--- src/rtl/uart_wb_host.sv ---
// Wishbone host for a UART: polls the status register, reads RX bytes, writes TX bytes.
// Define UART_HOST_ECHO_EN to echo every received byte back out on TX.
`timescale 1ns/1ps
module uart_wb_host #(
   parameter int POLL_INTERVAL = 64,
   parameter int ACK_TIMEOUT   = 16
) (
   input  logic       clk,
   input  logic       reset,
   output logic [1:0] wb_addr,
   output logic [7:0] wb_data_out,
   input  logic [7:0] wb_data_in,
   output logic       wb_we,
   output logic       wb_stb,
   input  logic       wb_ack,
   input  logic       tx_valid,
   input  logic [7:0] tx_data,
   output logic       tx_ready,
   output logic       rx_valid,
   output logic [7:0] rx_data,
   output logic       bus_err
);
   localparam int CNT_W = (POLL_INTERVAL > 1) ? $clog2(POLL_INTERVAL) : 1;
   localparam int TMO_W = (ACK_TIMEOUT > 1) ? $clog2(ACK_TIMEOUT) : 1;

   typedef enum logic [1:0] {IDLE, STAT, RXRD, TXWR} state_t;

   state_t           state_q;
   logic [CNT_W-1:0] poll_cnt_q;
   logic [TMO_W-1:0] tmo_q;
   logic             stb_q, we_q, rx_valid_q, bus_err_q, tx_ready_q;
   logic [1:0]       addr_q;
   logic [7:0]       dout_q, rx_data_q, hold_data_q;
   logic             hold_full_q, hold_full_d, src_echo_q;
   logic             echo_pend, echo_next;
   logic [7:0]       echo_byte;
   logic             pending, tmo_hit, tx_load, tx_done, rx_done, tx_ready_d;

   assign pending = hold_full_q | echo_pend;
   assign tmo_hit = stb_q && !wb_ack && (tmo_q == TMO_W'(ACK_TIMEOUT - 1));
   assign tx_load = tx_valid && tx_ready_q;
   assign tx_done = (state_q == TXWR) && stb_q && wb_ack;
   assign rx_done = (state_q == RXRD) && stb_q && wb_ack;

   always_comb begin
      hold_full_d = hold_full_q;
      if (tx_done && !src_echo_q) hold_full_d = 1'b0;
      if (tx_load) hold_full_d = 1'b1;
   end

   // tx_ready is registered, so a freed holding register shows up one cycle after the ack
   assign tx_ready_d = !hold_full_d && !echo_next;

`ifdef UART_HOST_ECHO_EN
   logic       echo_full_q, echo_full_d;
   logic [7:0] echo_data_q;

   always_comb begin
      echo_full_d = echo_full_q;
      if (tx_done && src_echo_q) echo_full_d = 1'b0;
      if (rx_done) echo_full_d = 1'b1;
   end

   always_ff @(posedge clk) begin
      if (reset) echo_full_q <= 1'b0;
      else       echo_full_q <= echo_full_d;
      if (rx_done) echo_data_q <= wb_data_in;
   end

   assign echo_pend = echo_full_q;
   assign echo_next = echo_full_d;
   assign echo_byte = echo_data_q;
`else
   assign echo_pend = 1'b0;
   assign echo_next = 1'b0;
   assign echo_byte = 8'h00;
`endif

   always_ff @(posedge clk) begin
      if (reset) begin
         state_q     <= IDLE;
         poll_cnt_q  <= '0;
         tmo_q       <= '0;
         stb_q       <= 1'b0;
         we_q        <= 1'b1;
         addr_q      <= 2'd0;
         dout_q      <= 8'h00;
         rx_valid_q  <= 1'b0;
         rx_data_q   <= 8'h00;
         bus_err_q   <= 1'b0;
         hold_full_q <= 1'b0;
         tx_ready_q  <= 1'b0;
         src_echo_q  <= 1'b0;
      end else begin
         rx_valid_q  <= 1'b0;
         bus_err_q   <= 1'b0;
         hold_full_q <= hold_full_d;
         tx_ready_q  <= tx_ready_d;
         if (tx_load) hold_data_q <= tx_data;
         if (stb_q && !wb_ack) tmo_q <= tmo_q + TMO_W'(1);
         case (state_q)
            IDLE: begin
               if (pending || poll_cnt_q == CNT_W'(POLL_INTERVAL - 1)) begin
                  poll_cnt_q <= '0;
                  state_q    <= STAT;
                  stb_q      <= 1'b1;
                  addr_q     <= 2'd2;
                  we_q       <= 1'b1;
                  tmo_q      <= '0;
               end else begin
                  poll_cnt_q <= poll_cnt_q + CNT_W'(1);
               end
            end
            STAT: begin
               if (stb_q && wb_ack) begin
                  stb_q <= 1'b0;
                  // RX always wins; TX only when nothing is waiting and the UART is free
                  if (wb_data_in[0])                 state_q <= RXRD;
                  else if (pending && !wb_data_in[1]) state_q <= TXWR;
                  else                               state_q <= IDLE;
               end else if (tmo_hit) begin
                  stb_q     <= 1'b0;
                  bus_err_q <= 1'b1;
                  state_q   <= IDLE;
               end
            end
            RXRD: begin
               if (!stb_q) begin
                  stb_q  <= 1'b1;
                  addr_q <= 2'd1;
                  we_q   <= 1'b1;
                  tmo_q  <= '0;
               end else if (rx_done) begin
                  stb_q      <= 1'b0;
                  rx_valid_q <= 1'b1;
                  rx_data_q  <= wb_data_in;
                  state_q    <= IDLE;
               end else if (tmo_hit) begin
                  stb_q     <= 1'b0;
                  bus_err_q <= 1'b1;
                  state_q   <= IDLE;
               end
            end
            TXWR: begin
               if (!stb_q) begin
                  stb_q      <= 1'b1;
                  addr_q     <= 2'd0;
                  we_q       <= 1'b0;
                  dout_q     <= echo_pend ? echo_byte : hold_data_q;
                  src_echo_q <= echo_pend;
                  tmo_q      <= '0;
               end else if (tx_done) begin
                  stb_q   <= 1'b0;
                  state_q <= IDLE;
               end else if (tmo_hit) begin
                  stb_q     <= 1'b0;
                  bus_err_q <= 1'b1;
                  state_q   <= IDLE;
               end
            end
            default: state_q <= IDLE;
         endcase
      end
   end

   assign wb_stb      = stb_q;
   assign wb_addr     = addr_q;
   assign wb_we       = we_q;
   assign wb_data_out = dout_q;
   assign tx_ready    = tx_ready_q;
   assign rx_valid    = rx_valid_q;
   assign rx_data     = rx_data_q;
   assign bus_err     = bus_err_q;
endmodule
--- config.mk ---
export PLATFORM = sky130hd
export DESIGN_NAME = uart_wb_host
export DESIGN_NICKNAME = d
export VERILOG_FILES = /design/src/rtl/uart_wb_host.sv
export SDC_FILE = /design/constraint.sdc
export NUM_CORES = 1
export LEC_CHECK = 0
export ABC_AREA = 1
export BUFFER_PORTS_ARGS = -buffer_cell sky130_fd_sc_hd__clkbuf_2
export CORE_ASPECT_RATIO = 0.9
export CORE_MARGIN = 2
export CORE_UTILIZATION = 49
export CTS_BUF_LIST = sky130_fd_sc_hd__clkbuf_2 sky130_fd_sc_hd__clkbuf_4 sky130_fd_sc_hd__clkbuf_8
export DETAILED_ROUTE_END_ITERATION = 8
export PLACE_DENSITY_LB_ADDON = 0.08
export SLEW_MARGIN = 20
export SYNTH_ARGS = -nofsm -noshare
export SYNTH_HDL_FRONTEND = slang
export SYNTH_SLANG_ARGS = --single-unit
--- constraint.sdc ---
create_clock -name clk -period 1.35 [get_ports clk]
set_clock_uncertainty 0.2 [all_clocks]
set_input_delay 0.0675 -clock clk [delete_from_list [all_inputs] [get_ports clk]]
set_output_delay 0.0675 -clock clk [all_outputs]
set_load 0.01 [all_outputs]
# Yosys cells after proc, flatten, opt, wreduce, memory -nomap -nowiden
# Index checks and enable logic that the tools add are counted.
# totals
output_inout_bits,23
in_bits,20
ff_bits,44
elab_cells,93
# op_classes
n_eq_ne,11
muxes,41
n_reduce_logical,23
n_addsub,2
bitwise,3
# ops
cell,count
2-bit two-way mux,12
1-bit two-way mux,19
4-bit two-way mux,3
"2-bit inequality test, second input constant",5
1-bit logical AND,9
2-bit case mux with 4 select lines,1
4-bit case mux with 2 select lines,1
"6-bit by 1-bit adder with 6-bit output, second input constant",1
"6-bit == test, second input constant",1
6-bit two-way mux,1
1-bit case mux with 3 select lines,2
2-bit case mux with 3 select lines,1
2-bit AND reduction,3
3-bit AND reduction,2
"4-bit by 1-bit adder with 4-bit output, second input constant",1
"2-bit == test, second input constant",2
"4-bit == test, second input constant",1
1-bit case mux with 4 select lines,1
4-bit AND reduction,1
1-bit logical NOT,3
"3-bit inequality test, second input constant",1
1-bit inverter,3
3-bit nonzero test,1
3-bit OR reduction,1
4 further kinds,4

# Depth between registers and ports, before layout
# Gate-level depths: netlist of the first run.
# logic_depth
word_depth,7
depth_mapped,9
mapped_depth_nobuf,9

# Worst setup path before layout of the first run
# Ideal clock, no wire load.
# synth_path
path_type,register to register
start,reg poll_cnt_q[0]
end,reg addr_q[0] (netlist: wb_addr[0])
setup_ps,130
n_path_buf,0
path_stages_with_launch,7
arrival_time_ps,1088
t_required_ps,1020
synth_period_minus_slack_ps,1417
setup_slack_ps,-67
path_cell_list,dfxtp_1 ha_1 nand3_1 o21ai_4 nand2_2 nand3_1 o31ai_1
# synth_via
elab_chain_cells,4
# synth_rtl
item,line,text
"start, declared",29,logic [CNT_W-1:0] poll_cnt_q;
"start signal, assigned",111,poll_cnt_q <= poll_cnt_q + CNT_W'(1);
6-bit == test,103,if (pending || poll_cnt_q == CNT_W'(POLL_INTERVAL - 1)) begin
1-bit logical OR,103,
2-bit inequality test (no source line),n/a,
4-bit AND reduction (no source line),n/a,
"end signal, assigned",107,addr_q <= 2'd2;
"end signal, assigned",130,addr_q <= 2'd1;
"end signal, assigned",147,addr_q <= 2'd0;
"end, declared",32,logic [1:0] addr_q;
# Every way passes these cells.
# A chain may end at the register's enable or synchronous reset.

# Worst setup path after layout of the first run
# layout_path
start,reg state_q[0]
end,reg we_q (netlist: wb_we)
# layout_via
elab_chain_cells,3
word_cells_on_any_way,9
classes_between,5 x eq/ne; 1 x mux; 3 x reduce/logical
# layout_rtl
item,line,text
"start, declared",28,state_t state_q;
"start signal, assigned",81,state_q <= IDLE;
"start signal, assigned",105,state_q <= STAT;
"start signal, assigned",118,if (wb_data_in[0]) state_q <= RXRD;
2-bit == test / 2-bit logical NOT (equally long branches),101,case (state_q)
2-bit inequality test (no source line) / 3-bit nonzero test (equally long branches),n/a,
4-bit AND reduction (no source line),n/a,
"end signal, assigned",108,we_q <= 1'b1;
"end signal, assigned",131,we_q <= 1'b1;
"end signal, assigned",148,we_q <= 1'b0;
"end, declared",31,"logic stb_q, we_q, rx_valid_q, bus_err_q, tx_ready_q;"
# Several ways; a longest one is shown, not always the timed one.

==> impl_metrics.csv, run 1 <==
group,metric,value,unit
outcome,outcome,"finished with violations",
outcome,violations,"setup timing",
critical_path,critPathMaxFanout,6,
yosys,synth_area_leader_cell,"dfxtp_1",
yosys,synth_edf_count,8,
global_route,grt.met3_usage,7.421,%
critical_path,cp-start-kind,"flip-flop",
sta,finalSetupViolations,3,
pwr,p_total,0.002787,W
yosys,syn_inst,202,
place,gp_congestion,0.8513,
yosys,synthesis.area,1757,µm²
global_route,grt_pass1_vias,1431,
global_route,grt_pass1_wl,6444,µm
pwr,power_leakage,1.176,nW
pwr,power_frac_seq,50.9,%
layout,synthToLayoutAreaGrowth,50.78,%
critical_path,r2r_slack,-7,ps
sta,period_needed,1357,ps
pwr,internal-power,0.002117,W
yosys,synthFlopType,"dfxtp_1",
run,max-cap-violations,0,
yosys,synthTopCellsByArea,"dfxtp_1 (41%), edfxtp_1 (14%), nor2_1 (11%)",
detailed_routing,finalWirelength,3929,µm
global_route,top_usage_layer,"met2",
critical_path,cp-end-kind,"flip-flop",
floorplan,die_height,60.81,µm
yosys,ys_seq_area_share,54.70,%
cts,cts_tree,"yes",
yosys,yosys.area.top_type_share,41.03,%
critical_path,max_stage_delay,380,ps
yosys,yosysWarnings,0,
sta,slew_headroom,82.83,%
critical_path,path_buf_inv,1,
sta,max_freq,736.7,MHz
pwr,p_switching,0.0006703,W
hold_path,min_path_type,"in2reg",
global_route,antenna_found_initial,0,
floorplan,die_w,67.12,µm
yosys,ys_types,32,
place,port_buffers,42,
floorplan,io_pins,43,
pwr,p_clk_share,35.9,%
floorplan,die_area,4081,µm²
cts,root_buffer,"clkbuf_8",
yosys,async_flop_share,0,%
layout,drive_gt1_share,41.41,%
floorplan,start_util,51.62,%
layout,nNetsFinal,318,
place,dpl_cell_area,2231,µm²
pwr,swShare,24.05,%
detailed_routing,vias_per_cell,4.713,
place,placed_cells,309,
sta,fin_crit_sh,100.5,%
pwr,max-vdd-ir-drop,0.7767,mV
cts,numClockSinks,44,
sta,worstMarginPinSlew,257.5,ps
critical_path,critPathTopFamily,"simple AND/OR/NAND/NOR gates",
detailed_routing,vias,1607,
pwr,p_comb_share,13.2,%
floorplan,core_area,3403,µm²
detailed_routing,initialDrtViolationCount,98,
global_route,grt_max_degree,15,
sta,timing.final.ws_setup,-7.372,ps
detailed_routing,antenna_left,0,
cts,clk_latency,300,ps
global_route,met2_usage,32.96,%
critical_path,crit_slowest_cell,"dfxtp_4",
yosys,synth_area_per_cell,8.696,µm²
global_route,grt_overflow,0,
cts,htreeDepth,2,
yosys,syn_nets,224,
layout,diodes,0,
critical_path,cp_cell_sequence,"nor2_4, nand2_2, inv_2, o21ai_4, nand2_2, nand2_4, nor2_4, nor2_2",
sta,holdWs,25.05,ps
detailed_routing,drt_pass1_iterations,4,
detailed_routing,drcViolationCount,0,
cts,clk_pin_slew_worst_paths,80,ps
layout,utilization,77.83,%
cts,clockBufferDepth,2,
floorplan,fp-row-count,20,
pwr,power_density,1052,nW/µm²
sta,finalHoldViolCount,0,
global_route,track_usage,21.37,%
layout,fin_cells,341,
detailed_routing,wl_per_cell,11.52,µm
critical_path,required,1340,ps
critical_path,criticalPathCategory,"reg2reg",
cts,cts_inserted_buffers,5,
sta,rsz0062_at_grt,"yes",
place,place_hpwl,2585,µm
yosys,postSynthRegisterBits,44,
global_route,grt_use_met1,28.32,%
critical_path,cp.arrival,1350,ps
layout,stdcell_area,2649,µm²
sta,slew_viol_final,0,
## cells by family (layout without fill, tap and decap cells)
group,count (synthesis),after routing,synth area share (%)
buffers and inverters,20,115,4.558
AO/OA/AOI/OAI,35,35,12.25
AND/OR/NAND/NOR,97,97,25.07
flip-flops,44,44,54.70
adder cells (fa/ha/maj),2,2,1.424
XOR/XNOR,4,4,1.995
## worst paths after layout
| kind | from | endpoint | depth (start not counted) |
|---|---|---|---|
| worst min-delay path | reset | wb_we | 3 |
| worst min register to register | wb_addr[1] | wb_addr[1] | 2 |
| worst max register to register | state_q[0] | wb_we | 8 |
| worst max-delay path | state_q[0] | wb_we | 8 |
## final cells by class
cell class / count / area [µm²]
sequential: 44 / 975.9
multi-input combinational: 138 / 799.5
fill: 263 / 754.5
timing repair buffer: 88 / 623.1
inverter: 18 / 77.57
clock buffer: 5 / 68.82
tap: 44 / 55.05
clock inverter: 3 / 42.54
timing repair inverter: 1 / 6.256
## worst min-delay path, cell delays in order
cell and delay (ps):
clkbuf_2 240, nor3_1 100, nor2_2 80
## power groups by stage
stage | Sequential [W] | Combinational [W] | Clock, W
2_1_floorplan | 0.00145 | 0.000154 | 0
3_3_place_gp | 0.00145 | 0.000305 | 0
3_5_place_dp | 0.00145 | 0.000305 | 0
4_1_cts | 0.00142 | 0.000351 | 0.00103
5_1_grt | 0.00142 | 0.000412 | 0.00107
6_report | 0.00142 | 0.000369 | 0.00100
## cell usage in the layout (no fill, tap or decap), types with 6 or more instances in the layout
cell / Yosys / final
nor2_1: 51 / 43
clkbuf_2: 0 / 42
nand2_1: 21 / 20
inv_1: 13 / 13
o21ai_0: 20 / 15
edfxtp_1: 8 / 8
buf_4: 0 / 24
dfxtp_2: 0 / 6
dlygate4sd3_1: 0 / 19
nor2_2: 3 / 10
dfxtp_1: 36 / 28
## synth_stat cells (3+ instances only)
library cell and instances:
nor2_1 51, dfxtp_1 36, nand2_1 21, o21ai_0 20, inv_1 13, edfxtp_1 8
nand3_1 7, nand2_2 6, a21oi_1 5, inv_2 4, nor2_2 3, nor2_4 3
xor2_1 3
## routing by layer
layer / routed length, µm / part of all wire (%) / vias up
met5: 0 / 0 / -
met4: 50 / 1.3 / 0
met3: 208 / 5.3 / 6
met2: 1784 / 45 / 36
met1: 1886 / 48 / 712
li1: - / - / 853
## registers in the layout (all words and copies together), names as in the netlist
signal and count:
state_q 2, wb_addr 2, bus_err 1, rx_valid 1, wb_stb 1, hold_data_q 8, tmo_q 4, poll_cnt_q 6
hold_full_q 1, rx_data 8, wb_we 1, tx_ready 1, wb_data_out 8
## through the flow
stage	setup TNS (ps)	worst slack, ps
global route	-879.5	-118.5
finish	-12.26	-7.372
global placement	-342.2	-48.09
detailed placement	-795.1	-102.6
floorplan	0	6.896
CTS	-22.14	-11.43
## repair_timing
item / in CTS / in global routing
cloned: 0 / 1
setup buffers: 0 / 4
hold endpoints to repair: 22 / 0
endpoints found under the setup margin: 24 / 28
gates resized for setup: 3 / 30
pin swaps: 2 / 10
hold buffers: 19 / 0
(Power assumes the default switching activity.)
==> run 2, diff against run 1 <==
- CAP_MARGIN: not set -> 20
- RECOVER_POWER: not set -> 50
==> run 2 against run 1 <==
Net effect:
- the run still ends with setup timing left
- setup slack got worse by 3.3 ps
- combinational power hardly changed
- via count fell by 0.25%
- design area down 0.94%
- global-route usage is the same
- die area is the same
- critical endpoint unchanged
- largest cell class unchanged
- largest power group unchanged
==> impl_metrics.csv, run 2 (same netlist as run 1, synthesis figures left out) <==
group,metric,value,unit
cts,cts_inserted_buffers,5,
layout,stdcell_area,2624,µm²
cts,clockBufferDepth,2,
run,max-cap-violations,0,
critical_path,criticalPathCategory,"reg2reg",
detailed_routing,vias,1603,
layout,layout_commonest_cell,"nor2_1",
layout,utilization,77.10,%
cts,htreeDepth,2,
sta,rsz0062_at_grt,"yes",
global_route,track_usage,21.37,%
detailed_routing,finalWirelength,3941,µm
hold_path,holdPathStages,3,
layout,synthToLayoutAreaGrowth,49.36,%
critical_path,cp.arrival,1350,ps
sta,finalHoldViolCount,0,
place,dpl_cell_area,2231,µm²
floorplan,die_w,67.12,µm
detailed_routing,drcViolationCount,0,
cts,numClockSinks,44,
critical_path,reg2reg_to,"wb_we",
global_route,grt_pass1_wl,6444,µm
sta,slew_headroom,83.39,%
floorplan,die_height,60.81,µm
cts,clk_latency,300,ps
critical_path,required,1340,ps
place,port_buffers,42,
layout,diodes,0,
outcome,outcome,"finished with violations",
detailed_routing,drt_pass1_iterations,4,
sta,fin_crit_sh,100.8,%
place,gp_congestion,0.8513,
detailed_routing,antenna_left,0,
cts,root_buffer,"clkbuf_8",
pwr,p_total,0.002787,W
critical_path,crit_slowest_cell,"dfxtp_4",
place,place_hpwl,2585,µm
pwr,max-vdd-ir-drop,0.7835,mV
detailed_routing,wl_per_cell,11.56,µm
sta,timing.final.ws_setup,-10.63,ps
cts,clk_pin_slew_worst_paths,80,ps
layout,nNetsFinal,318,
place,dp_slack,-102.6,ps
critical_path,r2r_cells,8,
floorplan,fp-row-count,20,
layout,mostFrequentLayoutCells,"nor2_1 (43), dfxtp_1 (28), buf_4 (24), clkbuf_2 (22)",
hold_path,min_path_type,"in2reg",
global_route,grt_max_degree,15,
hold_path,holdCritStartpoint,"reset",
detailed_routing,vias_per_cell,4.701,
pwr,power_leakage,1.107,nW
critical_path,critPathTopFamily,"simple AND/OR/NAND/NOR gates",
sta,max_freq,735.0,MHz
critical_path,cp-end-kind,"flip-flop",
global_route,antenna_found_initial,0,
hold_path,hold-path-endpoint,"wb_we",
critical_path,path_buf_inv,1,
critical_path,critPathMaxFanout,6,
floorplan,io_pins,43,
critical_path,r2r_slack,-10,ps
detailed_routing,initialDrtViolationCount,100,
critical_path,cp-start-kind,"flip-flop",
critical_path,max_stage_delay,380,ps
floorplan,core_area,3403,µm²
critical_path,path_depth,8,
critical_path,cp_cell_sequence,"nor2_4, nand2_2, inv_2, o21ai_4, nand2_2, nand2_4, nor2_4, nor2_2",
cts,cts_tree,"yes",
pwr,power_density,1062,nW/µm²
global_route,grt_pass1_vias,1431,
critical_path,r2r-start,"state_q[0]",
floorplan,die_area,4081,µm²
global_route,grt_overflow,0,
sta,finalSetupViolations,2,
layout,drive_gt1_share,34.68,%
sta,worstMarginPinSlew,248.6,ps
floorplan,start_util,51.62,%
sta,slew_viol_final,0,
outcome,violations,"setup timing",
sta,period_needed,1361,ps
[run 2: per-stage QoR]
stage                     TNS, ps  hold slack [ps]  std cells
final                      -11.54            20.38        341
after global routing       -879.5            29.68        341
after CTS                  -22.14          -0.3088        336
after detailed placement   -795.1            46.11        309
after global placement     -342.2            44.68        309
after floorplan                 0           -33.63        202
[run 2: metal layers]
metal	part of all wire [%]	track usage [%]	routed length, µm	up-vias
li1	-	-	-	851
met1	47	28.32	1847	703
met2	46	32.96	1796	43
met3	6.2	7.421	246	6
met4	1.3	6.997	51	0
met5	0	0	0	-
[run 2: final cells by class]
cell class / instances / area, µm²
timing repair inverter: 1 / 6.256
inverter: 18 / 77.57
timing repair buffer: 88 / 598.1
clock inverter: 3 / 42.54
sequential: 44 / 975.9
multi-input combinational: 138 / 799.5
fill: 275 / 779.5
clock buffer: 5 / 68.82
tap: 44 / 55.05
[run 2: where the power goes]
group | total [W] | internal, W | switching, W
Combinational | 0.000366 | 0.000188 | 0.000178
Sequential | 0.00142 | 0.00138 | 0.0000387
Clock | 0.00100 | 0.000548 | 0.000455
Total | 0.00279 | 0.00211 | 0.000672
[run 2: worst max path at each step]
stage / startpoint / end / slack [ps]
after floorplan: state_q[1] / wb_we / 7
after global placement: state_q[0] / wb_data_out[1] / -50
after detailed placement: state_q[0] / wb_data_out[6] / -100
after CTS: poll_cnt_q[1] / poll_cnt_q[0] / -10
after global routing: poll_cnt_q[1] / state_q[0] / -120
final: state_q[0] / wb_we / -10
[run 2: worst reg2reg max path: cells and delay by family (launching register included)]
kind	cells	cell delay [ps]
AO/OA/AOI/OAI	1	60
AND/OR/NAND/NOR	6	530
buffers and inverters	1	70
flip-flops	1	380
[run 2: repair_timing]
action                     4_1_cts  5_1_grt
hold endpoints to repair        22        0
cloned                           0        1
pin swaps                        2       10
setup endpoints to repair       24       28
hold buffers                    19        0
gates resized for setup          3       30
setup buffers                    0        4
